--- src/rtl/mult_product_accumulator.sv ---
// Accumulates a programmed number of unsigned multiplier products into a wide sum,
// taking products over valid/ready and presenting the result over valid/ack.
module mult_product_accumulator #(
  parameter int PROD_W = 32,
  parameter int ACC_W  = 40,
  parameter int CNT_W  = 8
) (
  input  logic              clk,
  input  logic              rst,
  input  logic              start,
  input  logic [CNT_W-1:0]  num_terms,
  input  logic [PROD_W-1:0] prod_in,
  input  logic              prod_valid,
  output logic              prod_ready,
  output logic [ACC_W-1:0]  acc_out,
  output logic              acc_valid,
  input  logic              acc_ack,
  output logic              ovf,
  output logic              busy
);

  typedef enum logic [1:0] {
    IDLE  = 2'd0,
    ACCUM = 2'd1,
    DONE  = 2'd2
  } state_t;

  state_t           state;
  state_t           state_nxt;
  logic [ACC_W-1:0] acc;
  logic [CNT_W-1:0] count;
  logic [ACC_W:0]   sum;
  logic             xfer;
  logic             last;

  // One extra bit on the adder exposes the carry out of the accumulator.
  assign sum  = {1'b0, acc} + (ACC_W + 1)'(prod_in);
  assign xfer = (state == ACCUM) && prod_valid;
  assign last = xfer && (count == CNT_W'(1));

  always_comb begin
    // NOTE: next state defaults to the current state before the case, so no path leaves it unassigned and no latch is inferred.
    state_nxt = state;
    unique case (state)
      IDLE: begin
        if (start) begin
          state_nxt = (num_terms == '0) ? DONE : ACCUM;
        end
      end
      ACCUM: begin
        if (last) begin
          state_nxt = DONE;
        end
      end
      DONE: begin
        if (acc_ack) begin
          state_nxt = IDLE;
        end
      end
      default: state_nxt = IDLE;
    endcase
  end

  // NOTE: sequential state is written with non-blocking assignments so every register samples pre-edge values.
  always_ff @(posedge clk) begin
    if (!rst) begin
      state <= IDLE;
    end else begin
      state <= state_nxt;
    end
  end

  // NOTE: datapath registers share the synchronous reset so an aborted sequence leaves no stale sum or flag visible.
  always_ff @(posedge clk) begin
    if (!rst) begin
      acc     <= '0;
      count   <= '0;
      acc_out <= '0;
      ovf     <= 1'b0;
    end else begin
      unique case (state)
        IDLE: begin
          if (start) begin
            ovf <= 1'b0;
            if (num_terms != '0) begin
              acc   <= '0;
              count <= num_terms;
            end else begin
              acc_out <= '0;
            end
          end
        end
        ACCUM: begin
          if (xfer) begin
            acc   <= sum[ACC_W-1:0];
            count <= count - CNT_W'(1);
            if (sum[ACC_W]) begin
              ovf <= 1'b1;
            end
            if (count == CNT_W'(1)) begin
              acc_out <= sum[ACC_W-1:0];
            end
          end
        end
        default: ;
      endcase
    end
  end

  assign prod_ready = (state == ACCUM);
  assign acc_valid  = (state == DONE);
  assign busy       = (state != IDLE);

endmodule

--- config.mk ---
export PLATFORM = sky130hd
export DESIGN_NAME = mult_product_accumulator
export DESIGN_NICKNAME = d
export VERILOG_FILES = /design/src/rtl/mult_product_accumulator.sv
export SDC_FILE = /design/constraint.sdc
export NUM_CORES = 1
export LEC_CHECK = 0
export BUFFER_PORTS_ARGS = -buffer_cell sky130_fd_sc_hd__buf_2
export CAP_MARGIN = 10
export CELL_PAD_IN_SITES_DETAIL_PLACEMENT = 0
export CELL_PAD_IN_SITES_GLOBAL_PLACEMENT = 1
export CORE_MARGIN = 2
export CORE_UTILIZATION = 42
export DETAILED_ROUTE_END_ITERATION = 10
export GPL_ROUTABILITY_DRIVEN = 0
export PLACE_DENSITY_LB_ADDON = 0.1
export SLEW_MARGIN = 20
export SYNTH_ARGS = -nofsm -noshare
export SYNTH_HDL_FRONTEND = slang
export SYNTH_SLANG_ARGS = --single-unit
export TNS_END_PERCENT = 100
--- constraint.sdc ---
create_clock -name clk -period 2.9 [get_ports clk]
set_input_delay 0.435 -clock clk [delete_from_list [all_inputs] [get_ports clk]]
set_output_delay 0.435 -clock clk [all_outputs]
set_load 0.02 [all_outputs]
==> results.cfg <==
[power_and_ir_drop]
cellPowerDensity_nw_per_um2 = 488
switching_share_pct = 30.6
internal_power_mw = 2.29
power.static_leakage_nw = 2.80
p_sw_mw = 1.01
power.clock.fraction_pct = 37.9
comb_power_share_pct = 21.9
vdd_drop_max_uv = 319
pwr-share-seq_pct = 40.2

[route]
met1_length_um = 7840
wl_met3_um = 800
top_signal_layer_used = met4
drc_errors = 0
detail_route.iter0.violations = 320
drt-pass1-iter-count = 5
final_wirelength_um = 16800
detail-route-antenna-nets = 0
detailroute.via_count = 5617
detailroute.wirelength.met2_um = 8020
via_density = 5.61
post_drt_wl_per_cell_um = 16.8

[clock_tree]
clkTransAtPathRegs_ps = 60
post-cts-setup-buffer-count = 0
cts.hold.buffers_added = 0
cts.htree.levels = 3
cts-root-buf = sky130_fd_sc_hd__clkbuf_16
clk_path_buf_depth = 2
cts_tree = yes
ctsResizeCount = 0
clock-sinks = 91
clock_latency_ps = 350
cts_made_buffers = 9

[cells_and_area]
final_cells = 1002
mostFrequentLayoutCell = sky130_fd_sc_hd__nand2_1
area_growth_syn_to_layout_pct = 18.9
share_of_final_layout_standard_cells_stronger_than_drive_strength_1_pct = 21.4
design_area_sq_um = 6770
final_nets = 901
final_util_pct = 51.1
final_cell_mix = sky130_fd_sc_hd__nand2_1, sky130_fd_sc_hd__dfxtp_1, sky130_fd_sc_hd__buf_2, sky130_fd_sc_hd__a21oi_1, sky130_fd_sc_hd__nor2_1
antenna_cells_inserted = 0

[synthesis]
ys_seq_elements = 91
synth.distinct_cells = 74
synthCells = 727
mappedNetlistNets = 807
async_flop_share_pct = 0
synth_warnings = 0
postSynth.topFlopCell = sky130_fd_sc_hd__dfxtp_1
mappedNetlistArea_sq_um = 5700
synth_seq_area_share_pct = 32.0
synth_edf_count = 0
syn-mean-instance-area_sq_um = 7.83

[global_route]
grt_pass1_vias = 5518
antenna_found_initial = 0
maximum_number_of_pins_on_one_net_before_global_route_repair = 38
grt_util_all_layers_pct = 24.0
grt_remaining_overflow = 0
grt_pass1_wl_um = 28000

[sta]
slew-limit-headroom_pct = 45.2
grt_setup_unrepaired = false
final-setup-viol-count = 0
layout_min_cycle_time_ps = 2720
hold_viol = 0
finalSetupTns_ps = 0
worstMarginPinSlew_ps = 819
fin_worst_skew_ps = 8.30
clock.fmax_mhz = 367
timing.final.crit_share_pct = 93.9
final-max-slew-violation-count = 0

[outcome]
status = finished clean

[placed_design]
dp_hpwl_um = 12500
place.detailed.instances = 986
post_dp_cell_area_sq_um = 6430
place.port_buffers = 88

[critical_path]
rr_endpoint = acc[26]
end_kind = flop
startpoint_class_of_the_critical_path = flop
critical_path_peak_fanout = 3
r2r.worst_path.cells = 11
regToRegSetupSlack_ps = 180
r2r_start = acc[0]
setup.worst_path.class = flop to flop
crit_arrival_ps = 2960
worstPathRequired_ps = 3140

[floorplanning]
coreArea_sq_um = 13200
std_cell_rows = 42
die_h_um = 120
die_area_sq_um = 14500
pin_count = 89
start_util_pct = 43.0
die_width_um = 120

[min_path]
whs_endpoint = state[1]
worstHoldPathCells = 3
worst_hold_path_type = primary input to flop
min-delay-start = acc_ack

[flow_run]
maximum_capacitance_violations = 0
==> per-stage QoR <==
stage               power, mW  hold WS (ps)  worst slack, ps
finish                   3.30           351              178
global route             3.47           350             7.76
CTS                      3.33           335              124
detailed placement       2.07           444             -120
global placement         2.06           437            -84.2
floorplan                1.85           440              233
==> power by group through the flow <==
| stage | combinational [mW] | sequential [mW] | clock [mW] |
|---|---|---|---|
| final | 0.723 | 1.33 | 1.25 |
| after global routing | 0.804 | 1.33 | 1.33 |
| after CTS | 0.719 | 1.33 | 1.28 |
| after detailed placement | 0.716 | 1.35 | 0 |
| after global placement | 0.707 | 1.35 | 0 |
| after floorplan | 0.494 | 1.35 | 0 |
==> worst max-delay path: stages, from the launching register on <==
cell	delay, ps
sky130_fd_sc_hd__dfxtp_1	310
sky130_fd_sc_hd__ha_1	210
sky130_fd_sc_hd__fa_1	440
sky130_fd_sc_hd__a211oi_1	220
sky130_fd_sc_hd__buf_4	150
sky130_fd_sc_hd__o211ai_2	110
sky130_fd_sc_hd__and3_1	230
sky130_fd_sc_hd__o211ai_2	240
sky130_fd_sc_hd__nand2_1	150
sky130_fd_sc_hd__a31oi_1	220
sky130_fd_sc_hd__xnor2_1	110
sky130_fd_sc_hd__a32o_1	210
==> layer usage <==
| metal | vias up | GRT usage (%) |
|---|---|---|
| met3 | 11 | 4.01 |
| met4 | 0 | 6.69 |
| met2 | 106 | 40.0 |
| met5 | - | 0 |
| li1 | 2838 | - |
| met1 | 2662 | 31.9 |
==> final cells by class <==
cell class | count | area, sq um
clock buffer | 12 | 267
tap | 176 | 220
multi-input combinational | 584 | 3670
clock inverter | 4 | 47.5
inverter | 14 | 52.6
fill | 1351 | 6470
timing repair buffer | 121 | 688
sequential | 91 | 1820
==> logic make-up (layout without fill, tap and decap cells) <==
group	count (synthesis)	in the layout	share of synthesized area [%]
flops	91	91	32.0
compound gates	228	228	27.1
simple gates	288	288	23.7
buf+inv	52	151	4.37
xor+xnor	32	32	4.92
mux	1	1	0.176
fa+ha+maj	35	35	7.82
==> state kept, by name, indices dropped and copies added, names as in the netlist <==
signal   cells
acc         40
acc_out     40
count        8
ovf          1
state        2
==> cell usage after synthesis, types with 10 or more instances <==
master	n	area share, %
sky130_fd_sc_hd__nor2_1	59	3.9
sky130_fd_sc_hd__xor2_1	10	1.5
sky130_fd_sc_hd__xnor2_1	22	3.4
sky130_fd_sc_hd__or3_1	13	1.4
sky130_fd_sc_hd__a21oi_1	87	7.6
sky130_fd_sc_hd__ha_1	34	7.5
sky130_fd_sc_hd__nand3_1	51	4.5
sky130_fd_sc_hd__nor3_1	12	1.1
sky130_fd_sc_hd__inv_1	13	0.86
sky130_fd_sc_hd__a22o_1	10	1.5
sky130_fd_sc_hd__nand2_1	108	7.1
sky130_fd_sc_hd__dfxtp_1	91	32
sky130_fd_sc_hd__o21ai_0	28	2.5
sky130_fd_sc_hd__a21o_1	12	1.6
sky130_fd_sc_hd__clkbuf_1	23	1.5
==> how the worst max path moves through the flow <==
stage	to	cells after the start	startpoint	slack, ps
2_1_floorplan	ovf	10	prod_in[0]	230
3_3_place_gp	ovf	12	prod_in[0]	-80
3_5_place_dp	ovf	12	prod_in[0]	-120
4_1_cts	ovf	11	acc[0]	120
5_1_grt	ovf	11	acc[0]	8
6_report	acc[26]	11	acc[0]	180
Note: power is estimated with default switching activity, not from simulation.
